<file path="src/rtl/cr_sa_snap_sched_pkg.sv">
// ============================================================================
// Module : cr_sa_snap_sched_pkg
// Brief  : Shared types and constants for the snapshot export sequencer.
// Rev    : 1.0  initial release
// ============================================================================
`default_nettype none

package cr_sa_snap_sched_pkg;

  localparam int SA_REC_W   = 64;
  localparam int SA_IDX_W   = 6;
  localparam int SA_EPOCH_W = 8;
  localparam int SA_CNT_W   = 50;
  localparam int SA_N_MAX   = 64;

  typedef enum logic [2:0] {
    S_IDLE   = 3'd0,
    S_SNAP   = 3'd1,
    S_SETTLE = 3'd2,
    S_RD     = 3'd3,
    S_SEND   = 3'd4,
    S_DONE   = 3'd5
  } sa_sched_state_e;

  typedef struct packed {
    logic [SA_IDX_W-1:0]   idx;
    logic [SA_EPOCH_W-1:0] epoch;
    logic [SA_CNT_W-1:0]   count;
  } sa_rec_t;

  // Lowest unmasked index in [from, n); returns n when none is left.
  function automatic logic [SA_IDX_W:0] sa_next_idx(input logic [SA_N_MAX-1:0] mask,
                                                     input logic [SA_IDX_W:0]   from,
                                                     input int                  n);
    logic [SA_IDX_W:0] r;
    r = (SA_IDX_W+1)'(n);
    for (int i = SA_N_MAX - 1; i >= 0; i--) begin
      if (i < n && i >= int'(from) && !mask[i]) r = (SA_IDX_W+1)'(i);
    end
    return r;
  endfunction

endpackage

`default_nettype wire

</file>
<file path="src/rtl/cr_sa_snap_sched_if.sv">
// ============================================================================
// Module : cr_sa_snap_sched_if
// Brief  : Record stream (valid/ready) carrying tagged 64-bit snapshot records.
// Rev    : 1.0  initial release
// ============================================================================
`default_nettype none

interface cr_sa_snap_sched_if;
  import cr_sa_snap_sched_pkg::*;

  logic                rec_valid;
  logic                rec_ready;
  logic [SA_REC_W-1:0] rec_data;

  modport master (output rec_valid, output rec_data, input rec_ready);
  modport slave  (input rec_valid, input rec_data, output rec_ready);

endinterface

`default_nettype wire

</file>
<file path="src/rtl/cr_sa_snap_sched_timer.sv">
// ============================================================================
// Module : cr_sa_snap_timer
// Brief  : Periodic snapshot trigger; counts 0..period-1, held at 0 when idle.
// Rev    : 1.0  initial release
// ============================================================================
`default_nettype none

module cr_sa_snap_timer #(
  parameter int PERIOD_W = 32
) (
  input  logic                clk,
  input  logic                rst_n,
  input  logic                enable_i,
  input  logic [PERIOD_W-1:0] period_i,
  output logic                trig_o
);

  logic [PERIOD_W-1:0] cnt_q;
  logic                trig_q;
  logic                w_run;
  logic                w_term;

  assign w_run  = enable_i && (period_i != '0);
  // >= so that shrinking the period below the running count still wraps promptly
  assign w_term = (cnt_q >= (period_i - PERIOD_W'(1)));

  always_ff @(posedge clk or negedge rst_n) begin
    if (!rst_n) begin
      cnt_q  <= '0;
      trig_q <= 1'b0;
    end else if (!w_run) begin
      cnt_q  <= '0;
      trig_q <= 1'b0;
    end else if (w_term) begin
      cnt_q  <= '0;
      trig_q <= 1'b1;
    end else begin
      cnt_q  <= cnt_q + PERIOD_W'(1);
      trig_q <= 1'b0;
    end
  end

  assign trig_o = trig_q;

endmodule

`default_nettype wire

</file>
<file path="src/rtl/cr_sa_snap_sched.sv">
// ============================================================================
// Module : cr_sa_snap_sched
// Brief  : Snapshot/clear sequencer streaming the aggregator snapshot array.
//          Optional skip mask enabled by CR_SA_SNAP_SCHED_MASK_EN.
// Rev    : 1.0  initial release
// ============================================================================
`default_nettype none

module cr_sa_snap_sched
  import cr_sa_snap_sched_pkg::*;
#(
  parameter int N_CNT    = 64,
  parameter int CNT_W    = 50,
  parameter int SETTLE   = 2,
  parameter int PERIOD_W = 32
) (
  input  logic                  clk,
  input  logic                  rst_n,
  input  logic                  cfg_enable_i,
  input  logic [PERIOD_W-1:0]   cfg_period_i,
  input  logic                  cfg_clear_on_snap_i,
`ifdef CR_SA_SNAP_SCHED_MASK_EN
  input  logic [SA_N_MAX-1:0]   cfg_skip_mask_i,
`endif
  input  logic                  sw_snap_req_i,
  input  logic                  sw_clear_req_i,
  output logic                  sa_snap_o,
  output logic                  sa_clear_live_o,
  output logic [SA_IDX_W-1:0]   sa_rd_idx_o,
  input  logic [CNT_W-1:0]      sa_rd_data_i,
  cr_sa_snap_sched_if.master    rec_if,
  output logic                  busy_o,
  output logic [SA_EPOCH_W-1:0] epoch_o,
  output logic                  overrun_o
);

  localparam int SETTLE_W = (SETTLE > 1) ? $clog2(SETTLE) : 1;

  sa_sched_state_e       state_q;
  logic [SA_IDX_W-1:0]   idx_q;
  logic [SA_EPOCH_W-1:0] epoch_q;
  logic [SETTLE_W-1:0]   settle_q;
  logic                  busy_q, snap_q, clear_q, rec_valid_q, cap_q;
  sa_rec_t               rec_q;
  logic                  snap_pend_q, snap_pend_d;
  logic                  clr_pend_q, clr_pend_d;
  logic                  overrun_q, overrun_d;

  logic                  w_tmr_trig, w_trig, w_start, w_idle_clr, w_snap_clr;
  logic [SA_N_MAX-1:0]   w_mask;
  logic [SA_IDX_W:0]     w_first, w_next;
  sa_rec_t               w_live;

  cr_sa_snap_timer #(.PERIOD_W(PERIOD_W)) u_timer (
    .clk      (clk),
    .rst_n    (rst_n),
    .enable_i (cfg_enable_i),
    .period_i (cfg_period_i),
    .trig_o   (w_tmr_trig)
  );

`ifdef CR_SA_SNAP_SCHED_MASK_EN
  logic [SA_N_MAX-1:0] mask_q;
  always_ff @(posedge clk or negedge rst_n) begin
    if (!rst_n)       mask_q <= '0;
    else if (w_start) mask_q <= cfg_skip_mask_i;
  end
  assign w_mask = mask_q;
`else
  assign w_mask = '0;
`endif

  assign w_trig     = cfg_enable_i && (w_tmr_trig || sw_snap_req_i);
  assign w_start    = (state_q == S_IDLE) && (snap_pend_q || w_trig);
  assign w_idle_clr = (state_q == S_IDLE) && !w_start && clr_pend_q;
  assign w_snap_clr = w_start && (cfg_clear_on_snap_i || clr_pend_q);
  assign w_first    = sa_next_idx(w_mask, '0, N_CNT);
  assign w_next     = sa_next_idx(w_mask, {1'b0, idx_q} + (SA_IDX_W+1)'(1), N_CNT);
  assign w_live     = '{idx: idx_q, epoch: epoch_q, count: sa_rd_data_i};

  // In IDLE a fresh trigger starts directly; elsewhere it parks in snap_pend.
  always_comb begin
    snap_pend_d = snap_pend_q;
    if (w_start)                   snap_pend_d = 1'b0;
    else if (w_trig)               snap_pend_d = 1'b1;
    overrun_d  = overrun_q || (w_trig && snap_pend_q);
    clr_pend_d = (clr_pend_q && !(w_idle_clr || w_snap_clr)) || sw_clear_req_i;
  end

  always_ff @(posedge clk or negedge rst_n) begin
    if (!rst_n) begin
      state_q     <= S_IDLE;
      idx_q       <= '0;
      epoch_q     <= '0;
      settle_q    <= '0;
      busy_q      <= 1'b0;
      snap_q      <= 1'b0;
      clear_q     <= 1'b0;
      rec_valid_q <= 1'b0;
      cap_q       <= 1'b0;
      rec_q       <= '0;
      snap_pend_q <= 1'b0;
      clr_pend_q  <= 1'b0;
      overrun_q   <= 1'b0;
    end else begin
      snap_pend_q <= snap_pend_d;
      clr_pend_q  <= clr_pend_d;
      overrun_q   <= overrun_d;
      snap_q      <= 1'b0;
      clear_q     <= 1'b0;
      case (state_q)
        S_IDLE: begin
          if (w_start) begin
            state_q  <= S_SNAP;
            snap_q   <= 1'b1;
            clear_q  <= w_snap_clr;
            busy_q   <= 1'b1;
            idx_q    <= '0;
            settle_q <= '0;
          end else if (clr_pend_q) begin
            clear_q <= 1'b1;
          end
        end
        S_SNAP: state_q <= S_SETTLE;
        S_SETTLE: begin
          if (settle_q == SETTLE_W'(SETTLE - 1)) begin
            if (w_first == (SA_IDX_W+1)'(N_CNT)) begin
              state_q <= S_DONE;
            end else begin
              idx_q   <= w_first[SA_IDX_W-1:0];
              state_q <= S_RD;
            end
          end else begin
            settle_q <= settle_q + SETTLE_W'(1);
          end
        end
        S_RD: begin
          state_q     <= S_SEND;
          rec_valid_q <= 1'b1;
          cap_q       <= 1'b0;
        end
        S_SEND: begin
          // Read data arrives on the first SEND cycle and is frozen after it.
          if (rec_if.rec_ready) begin
            rec_valid_q <= 1'b0;
            cap_q       <= 1'b0;
            if (w_next == (SA_IDX_W+1)'(N_CNT)) begin
              state_q <= S_DONE;
            end else begin
              idx_q   <= w_next[SA_IDX_W-1:0];
              state_q <= S_RD;
            end
          end else if (!cap_q) begin
            cap_q <= 1'b1;
            rec_q <= w_live;
          end
        end
        S_DONE: begin
          epoch_q <= epoch_q + SA_EPOCH_W'(1);
          busy_q  <= 1'b0;
          state_q <= S_IDLE;
        end
        default: state_q <= S_IDLE;
      endcase
    end
  end

  assign sa_snap_o       = snap_q;
  assign sa_clear_live_o = clear_q;
  assign sa_rd_idx_o     = idx_q;
  assign busy_o          = busy_q;
  assign epoch_o         = epoch_q;
  assign overrun_o       = overrun_q;
  assign rec_if.rec_valid = rec_valid_q;
  assign rec_if.rec_data  = !rec_valid_q ? '0 : (cap_q ? rec_q : w_live);

endmodule

`default_nettype wire

</file>
<file path="src/flat_wrapper.sv">
// flat-port wrapper written by rule: the top's interface ports become plain ports
module cr_sa_snap_sched_flat import cr_sa_snap_sched_pkg::*;
#(
  parameter int N_CNT    = 64,
  parameter int CNT_W    = 50,
  parameter int SETTLE   = 2,
  parameter int PERIOD_W = 32
)
  (clk, rst_n, cfg_enable_i, cfg_period_i, cfg_clear_on_snap_i, sw_snap_req_i, sw_clear_req_i, sa_snap_o, sa_clear_live_o, sa_rd_idx_o, sa_rd_data_i, busy_o, epoch_o, overrun_o, rec_if_rec_valid, rec_if_rec_data, rec_if_rec_ready);
  cr_sa_snap_sched_if rec_if_i ();
  input  logic clk;
  input  logic rst_n;
  input  logic cfg_enable_i;
  input  logic [PERIOD_W-1:0] cfg_period_i;
  input  logic cfg_clear_on_snap_i;
  input  logic sw_snap_req_i;
  input  logic sw_clear_req_i;
  output logic sa_snap_o;
  output logic sa_clear_live_o;
  output logic [SA_IDX_W-1:0] sa_rd_idx_o;
  input  logic [CNT_W-1:0] sa_rd_data_i;
  output logic busy_o;
  output logic [SA_EPOCH_W-1:0] epoch_o;
  output logic overrun_o;
  output wire logic [$bits(rec_if_i.rec_valid)-1:0] rec_if_rec_valid;
  output wire logic [$bits(rec_if_i.rec_data)-1:0] rec_if_rec_data;
  input wire logic [$bits(rec_if_i.rec_ready)-1:0] rec_if_rec_ready;
  assign rec_if_rec_valid = rec_if_i.rec_valid;
  assign rec_if_rec_data = rec_if_i.rec_data;
  assign rec_if_i.rec_ready = rec_if_rec_ready;
  cr_sa_snap_sched #(.N_CNT(N_CNT), .CNT_W(CNT_W), .SETTLE(SETTLE), .PERIOD_W(PERIOD_W)) u_core (.clk(clk), .rst_n(rst_n), .cfg_enable_i(cfg_enable_i), .cfg_period_i(cfg_period_i), .cfg_clear_on_snap_i(cfg_clear_on_snap_i), .sw_snap_req_i(sw_snap_req_i), .sw_clear_req_i(sw_clear_req_i), .sa_snap_o(sa_snap_o), .sa_clear_live_o(sa_clear_live_o), .sa_rd_idx_o(sa_rd_idx_o), .sa_rd_data_i(sa_rd_data_i), .rec_if(rec_if_i), .busy_o(busy_o), .epoch_o(epoch_o), .overrun_o(overrun_o));
endmodule
</file>
<file path="config.mk">
export PLATFORM = sky130hd
export DESIGN_NAME = cr_sa_snap_sched_flat
export DESIGN_NICKNAME = d
export VERILOG_FILES = /design/src/rtl/cr_sa_snap_sched_pkg.sv /design/src/rtl/cr_sa_snap_sched_if.sv /design/src/rtl/cr_sa_snap_sched_timer.sv /design/src/rtl/cr_sa_snap_sched.sv /design/src/flat_wrapper.sv
export SDC_FILE = /design/constraint.sdc
export NUM_CORES = 1
export LEC_CHECK = 0
export CORE_MARGIN = 2
export CORE_UTILIZATION = 40
export CTS_BUF_LIST = sky130_fd_sc_hd__clkbuf_8
export CTS_CLUSTER_SIZE = 8
export DETAILED_ROUTE_END_ITERATION = 16
export SLEW_MARGIN = 10
export SYNTH_ARGS = -nofsm -noshare
export SYNTH_HDL_FRONTEND = slang
export SYNTH_SLANG_ARGS = --single-unit
</file>
<file path="constraint.sdc">
create_clock -name clk -period 4 [get_ports clk]
set_input_delay 0.8 -clock clk [delete_from_list [all_inputs] [get_ports clk]]
set_output_delay 0.8 -clock clk [all_outputs]
set_load 0.02 [all_outputs]
</file>
## After elaboration in Yosys (flattened, before gate mapping)

Cells that the tools add are included.

| cells by class | value |
|---|---|
| $lt $le $gt $ge | 65 |
| mux-type cells | 96 |
| add/subtract/negate cells | 5 |
| equality and inequality tests | 10 |
| reduce and logical (&&, ||, !) cells | 29 |
| bitwise logic cells | 1 |

Operators by type and width:

| cell | number |
|---|---|
| $mux W7 | 64 |
| $ge A6 B7 Y1 const A | 32 |
| $mux W64 | 2 |
| $ge A5 B7 Y1 const A | 16 |
| $mux W32 | 2 |
| $ge A4 B7 Y1 const A | 8 |
| $add A32 B1 Y32 const B | 1 |
| $ge A32 B32 Y1 | 1 |
| $reduce_bool A32 Y1 | 1 |
| $sub A32 B1 Y32 const B | 1 |
| $ge A3 B7 Y1 const A | 4 |
| $mux W6 | 4 |
| $pmux W6 S3 | 1 |
| $pmux W3 S5 | 1 |
| $ge A1 B7 Y1 const A | 2 |
| $ge A2 B7 Y1 const A | 2 |
| $mux W1 | 14 |
| $mux W3 | 4 |
| $add A8 B1 Y8 const B | 1 |
| $logic_and A1 B1 Y1 | 8 |
| $pmux W1 S2 | 4 |
| $reduce_and A2 Y1 | 4 |
| $reduce_bool A2 Y1 | 4 |
| $add A6 B1 Y7 const B | 1 |
| 14 further kinds | 24 |

| storage, ports and cells | value |
|---|---|
| input bits | 89 |
| logic and storage cells | 223 |
| register bits | 123 |

## Logic depth before layout (Yosys ltp)

| depth | value |
|---|---|
| word-level depth | 70 |
| mapped depth | 17 |
| mapped depth without buffers | 16 |

## Modules after synthesis

From an unflattened synthesis, not the netlist that was laid out.

| unflattened totals | value |
|---|---|
| cell total of the unflattened synthesis | 906 |
| area total of the unflattened synthesis | 8694.6 um^2 |

Modules (own cells, without submodules):

| module | cells each | times used | area each (um^2) |
|---|---|---|---|
| cr_sa_snap_sched | 588 | 1 | 5894.4 |
| cr_sa_snap_timer | 318 | 1 | 2800.2 |

## Least setup slack after synthesis

Ideal clock, no wire load.

| path | value |
|---|---|
| path kind | input to register |
| start point | in cfg_period_i[12] |
| end point | reg u_core.u_timer.cnt_q[10] |
| required time | 3.928 ns |
| slack | -0.582 ns |
| data arrival time | 4.509 ns |
| buffers on the path | 1 |
| stages on the path | 16 |
| path through | or4_4 -> or3_4 -> or4_4 -> nor4_4 -> nand2_2 -> nor3_1 -> xnor2_1 -> ha_1 -> a21o_1 -> a21o_1 -> a21o_1 -> a211oi_1 -> o21bai_1 -> a311o_1 -> clkbuf_1 -> nor2_1 |

| on the way | value |
|---|---|
| cells in the longest elaborated chain, start to end | 4 |
| elaborated cells on any way between the ends | 6 |

Ends and longest elaborated chain:

| what | line | RTL |
|---|---|---|
| from (decl) | flat_wrapper.sv:14 | `input logic [PERIOD_W-1:0] cfg_period_i;` |
| $sub A32 B1 Y32 | cr_sa_snap_sched_timer.sv:25 | `assign w_term = (cnt_q >= (period_i - PERIOD_W'(1)));` |
| $ge A32 B32 Y1 | cr_sa_snap_sched_timer.sv:25 |  |
| $mux W32 | cr_sa_snap_sched_timer.sv:34 | `end else if (w_term) begin` |
| $mux W32 (*) | cr_sa_snap_sched_timer.sv:31 | `end else if (!w_run) begin` |
| to (signal assigned) | cr_sa_snap_sched_timer.sv:38 | `cnt_q <= cnt_q + PERIOD_W'(1);` |
| to (decl) | cr_sa_snap_sched_timer.sv:18 | `logic [PERIOD_W-1:0] cnt_q;` |

Mark *: on every way between the ends. The rest lies on a longest branch, timed or not.
A chain may end at the register's enable or synchronous reset.

## Worst setup path in the final report

| path | value |
|---|---|
| start point | in cfg_period_i[12] |
| end point | reg u_core.u_timer.trig_q, in the netlist u_core.u_timer.trig_o |

| on the way | value |
|---|---|
| cells in the longest elaborated chain, start to end | 4 |
| elaborated cells on any way between the ends | 6 |

Ends and longest elaborated chain:

| what | line | RTL |
|---|---|---|
| $sub A32 B1 Y32 | cr_sa_snap_sched_timer.sv:25 |  |
| $ge A32 B32 Y1 | cr_sa_snap_sched_timer.sv:25 |  |
| $mux W1 | cr_sa_snap_sched_timer.sv:34 |  |
| $mux W1 (*) | cr_sa_snap_sched_timer.sv:31 |  |
| to (signal assigned) | cr_sa_snap_sched_timer.sv:30 | `trig_q <= 1'b0;` |
| to (signal assigned) | cr_sa_snap_sched_timer.sv:33 | `trig_q <= 1'b0;` |
| to (signal assigned) | cr_sa_snap_sched_timer.sv:36 | `trig_q <= 1'b1;` |
| to (decl) | cr_sa_snap_sched_timer.sv:19 | `logic trig_q;` |

Marked as above.

==> reports/results.tsv <==
stage	metric	value	unit
cts	clockBufferDepth	2	
floorplan	dieArea	0.02371	mm2
detailed_routing	routedWlPerCell	17.59	um
cells_and_area	nets	1344	
critical_path	startpoint_type	primary input	
cells_and_area	fill_cells	2017	
detailed_routing	vias_per_cell	5.509	
floorplan	die_h	154.0	um
global_routing	grt_pass1_wl	42.82	mm
floorplan	start_util	0.4097	
sta	rsz0062_at_grt	true	
synthesis	synth_area_leader_cell	dfrtp_1	
job	maxCapViolations	0	
synthesis	yosysSeqAreaShare	0.3421	
power_and_ir_drop	power.total	0.005249	W
critical_path	crit_chain	buf_6 > or4_4 > or3_4 > or4_4 > nor4_4 > nand2_2 > buf_4 > nor3_1 > xnor2_1 > ha_1 > a21o_1 > a211oi_2 > o21bai_1 > a311o_2 > buf_12 > and2_4	
sta	skew	18.02	ps
global_routing	grt_pass1_vias	8124	
sta	slew_headroom	0.4502	
power_and_ir_drop	leakage	5.053	nW
sta	worst_pin_slew	817.2	ps
synthesis	muxShareOfSynthArea	0.1474	
synthesis	synth_area_leaders	dfrtp_1 34%, mux2_2 7.5%, mux2i_1 7.2%, ha_1 5.4%, nor2b_1 5.1%	
critical_path	cp.required	4350	ps
cts	clock_sinks	123	
synthesis	synth_edf_count	0	
cells_and_area	ff_latch_area	0.003082	mm2
sta	period_share	1.082	
detailed_routing	wl	26.55	mm
cells_and_area	area_delta_synth_final	33.12	%
floorplan	io_pins	172	
status	violations	setup timing	
sta	fmax	0.2312	GHz
cts	cts.clk_slew.worst_paths	80	ps
global_routing	grt_max_degree	68	
cells_and_area	antenna_cells	0	
cts	clkLatencyLatePin	460	ps
global_routing	grt_overflow_total	0	
synthesis	netlist_instances	1003	
cts	cts_buffers	17	
min_path	min_path_type	primary input to asynchronous set/reset pin	
critical_path	crit_fanout	7	
synthesis	yosysWarnings	0	
status	outcome	complete, but fails checks	
critical_path	cp_common_cell	or4_4	
synthesis	synth-main-ff-cell	dfrtp_1	
global_routing	antenna_found_initial	0	
detailed_routing	final_antenna_net_count	0	
synthesis	synth_nets	1131	
detailed_routing	remaining_drc_errors	0	
sta	hold_violations	0	
synthesis	synth_top_area_frac	0.3421	
critical_path	arrival	4670	ps
critical_path	cp_slowest_stage_delay	520	ps
floorplan	core	0.02196	mm2
detailed_routing	vias	8313	
critical_path	crit_type	primary input to flop	
synthesis	syn_avg_cell_area	8.970	um2
synthesis	synth_compound_gate_area_share	0.1229	
synthesis	ys_ff_latch	123	
synthesis	synth_top_family_by_area	simple AND/OR/NAND/NOR gates	
detailed_routing	drt_first_pass_iters	7	
cells_and_area	multi_input_area	0.005720	mm2
global_routing	grtUsageTotal	0.2247	
cells_and_area	drive_above_1_share	0.1798	
critical_path	crit_path_end_kind	flop	
placement	placed_cells	1471	
power_and_ir_drop	ir_drop	0.0002935	V
detailed_routing	drt_iter0_drc	593	
synthesis	synth-simple-area-share	0.2271	
placement	gp_congestion	0.9863	
cts	cts_tree	built	
sta	slew_viol_final	0	
cts	cts_root_buf	clkbuf_8	
sta	setup_ws	-326.0	ps
cts	ctsHoldBuffers	0	
sta	setup_viol	33	
critical_path	critical_path_buf_inv_count	3	
synthesis	synth_xor_area_frac	0.07203	
sta	fin_crit	4326	ps
placement	numPortBuffers	171	
placement	place_hpwl	19.10	mm
synthesis	synthAdderAreaFrac	0.05423	
cells_and_area	instances_no_fill	1509	
floorplan	row_count	54	
critical_path	path_delay_family	simple AND/OR/NAND/NOR gates	
floorplan	dieWidth	154.0	um
critical_path	worst_path_max_delay_cell	or4_4	
cts	cts_htree_levels	4	
synthesis	ys_types	66	
synthesis	netlist_area	0.008997	mm2
synthesis	async_reset_ff_frac	1.000	
power_and_ir_drop	p_per_area	438.2	mW/mm2
==> Yosys cell counts, types with 4 or more instances <==
cell	count
ha_1	39
inv_1	15
buf_1	11
nor2b_1	73
and3_1	9
o211ai_1	6
a21o_1	16
o22ai_1	7
and2_1	6
xnor2_1	52
mux2i_1	65
o31ai_1	7
mux2_2	60
nand3_1	32
a31oi_1	10
xor2_1	22
nand2_1	95
or3_1	9
nor4_1	12
clkbuf_1	46
nor3_1	23
a31o_2	4
or2_2	5
a211oi_1	9
nand2b_1	9
nand3b_1	6
nor2_1	84
a21oi_1	36
o21ai_0	39
nand4_1	17
dfrtp_1	123
==> layer usage <==
metal / global-route usage / vias to the layer above / wire length, um
met5: 0 / - / 0
met4: 0.06854 / 0 / 501
met3: 0.03495 / 46 / 1260
met2: 0.3857 / 257 / 12890
met1: 0.2921 / 4013 / 11890
li1: - / 3997 / -
==> per-stage QoR <==
stage                     hold slack, ps  setup WS [ps]  area, um2    util  TNS (ps)
after global routing               427.4         -456.2      11980  0.5455    -12990
after floorplan                    449.6         -494.9       9025       -    -15720
after detailed placement           469.0          -1216      11440  0.5210    -37570
after CTS                          401.9         -709.6      11970  0.5449    -21430
after global placement             460.3          -1141      11440  0.5210    -34890
final                              396.2         -326.0      11980  0.5455     -8476
==> worst register-to-register path: stages, from the launching register on <==
cell       delay [ps]
dfrtp_1           440
ha_1              440
buf_4             270
nand2_1           230
nor2_1             90
a21oi_1           490
a31oi_1           110
o22ai_1           320
o2111ai_1         190
a211oi_1          280
a31o_2            210
==> layout make-up <==
| cell class | instances | share of cell area |
|---|---|---|
| Clock inverter | 12 | 0.009297 |
| Clock buffer | 20 | 0.02298 |
| Tap cell | 280 | 0.02925 |
| Inverter | 16 | 0.005014 |
| Timing Repair Buffer | 254 | 0.1986 |
| Multi-Input combinational cell | 804 | 0.4776 |
| Sequential cell | 123 | 0.2573 |
==> state kept, by name, indices dropped and copies added, names as in the netlist <==
name,count
u_core.overrun_o,1
u_core.u_timer.cnt_q,32
u_core.state_q,3
u_core.u_timer.trig_o,1
u_core.snap_pend_q,1
u_core.clr_pend_q,1
u_core.sa_rd_idx_o,6
u_core.busy_o,1
u_core.rec_q,64
u_core.sa_snap_o,1
u_core.sa_clear_live_o,1
u_core.cap_q,1
u_core.settle_q,1
u_core.rec_if.rec_valid,1
u_core.epoch_o,8
==> final timing paths <==
check                                      startpoint               endpoint  slack [ps]  cells after the start
min in group clk                    u_core.clr_pend_q      u_core.clr_pend_q         480                      1
worst min register to register      u_core.clr_pend_q      u_core.clr_pend_q         480                      1
worst min-delay path                            rst_n       u_core.rec_q[21]         400                      1
worst max register to register  u_core.sa_rd_idx_o[0]  u_core.sa_rd_idx_o[0]         860                     10
max in group asynchronous                       rst_n           u_core.cap_q        2770                      2
worst max-delay path                 cfg_period_i[12]  u_core.u_timer.trig_o        -330                     16
==> cells by family after synthesis <==
kind of cell	Yosys count
buf+inv	76
compound gates	168
flops	123
mux	125
xor+xnor	74
fa+ha+maj	39
simple gates	398
==> cell usage in the layout (no fill, tap or decap), drive strengths merged, types with 10 or more instances in the layout <==
| cell | n |
|---|---|
| a21oi | 36 |
| o21ai | 39 |
| dfrtp | 123 |
| nand4 | 17 |
| xor2 | 22 |
| nand2 | 96 |
| or3 | 10 |
| buf | 87 |
| nor2b | 73 |
| clkbuf | 20 |
| nor2 | 84 |
| xnor2 | 52 |
| nor4 | 13 |
| nand3 | 32 |
| a21o | 16 |
| a31oi | 10 |
| ha | 39 |
| inv | 20 |
| clkdlybuf4s50 | 166 |
| mux2 | 60 |
| mux2i | 65 |
| nor3 | 23 |
==> report_power, final <==
part | switching, W | internal, W | total [W] | leakage [nW]
logic | 0.00113 | 0.00112 | 0.00225 | 3.28
registers | 0.000305 | 0.00160 | 0.00191 | 1.59
clock network | 0.000546 | 0.000544 | 0.00109 | 0.186
==> timing repair <==
item,4_1_cts,5_1_grt
resized for setup,29,22
setup endpoints to repair,33,33
pin swaps,20,17
cloned,3,0
setup buffers,4,2
Note: power is estimated with default switching activity, not from simulation.
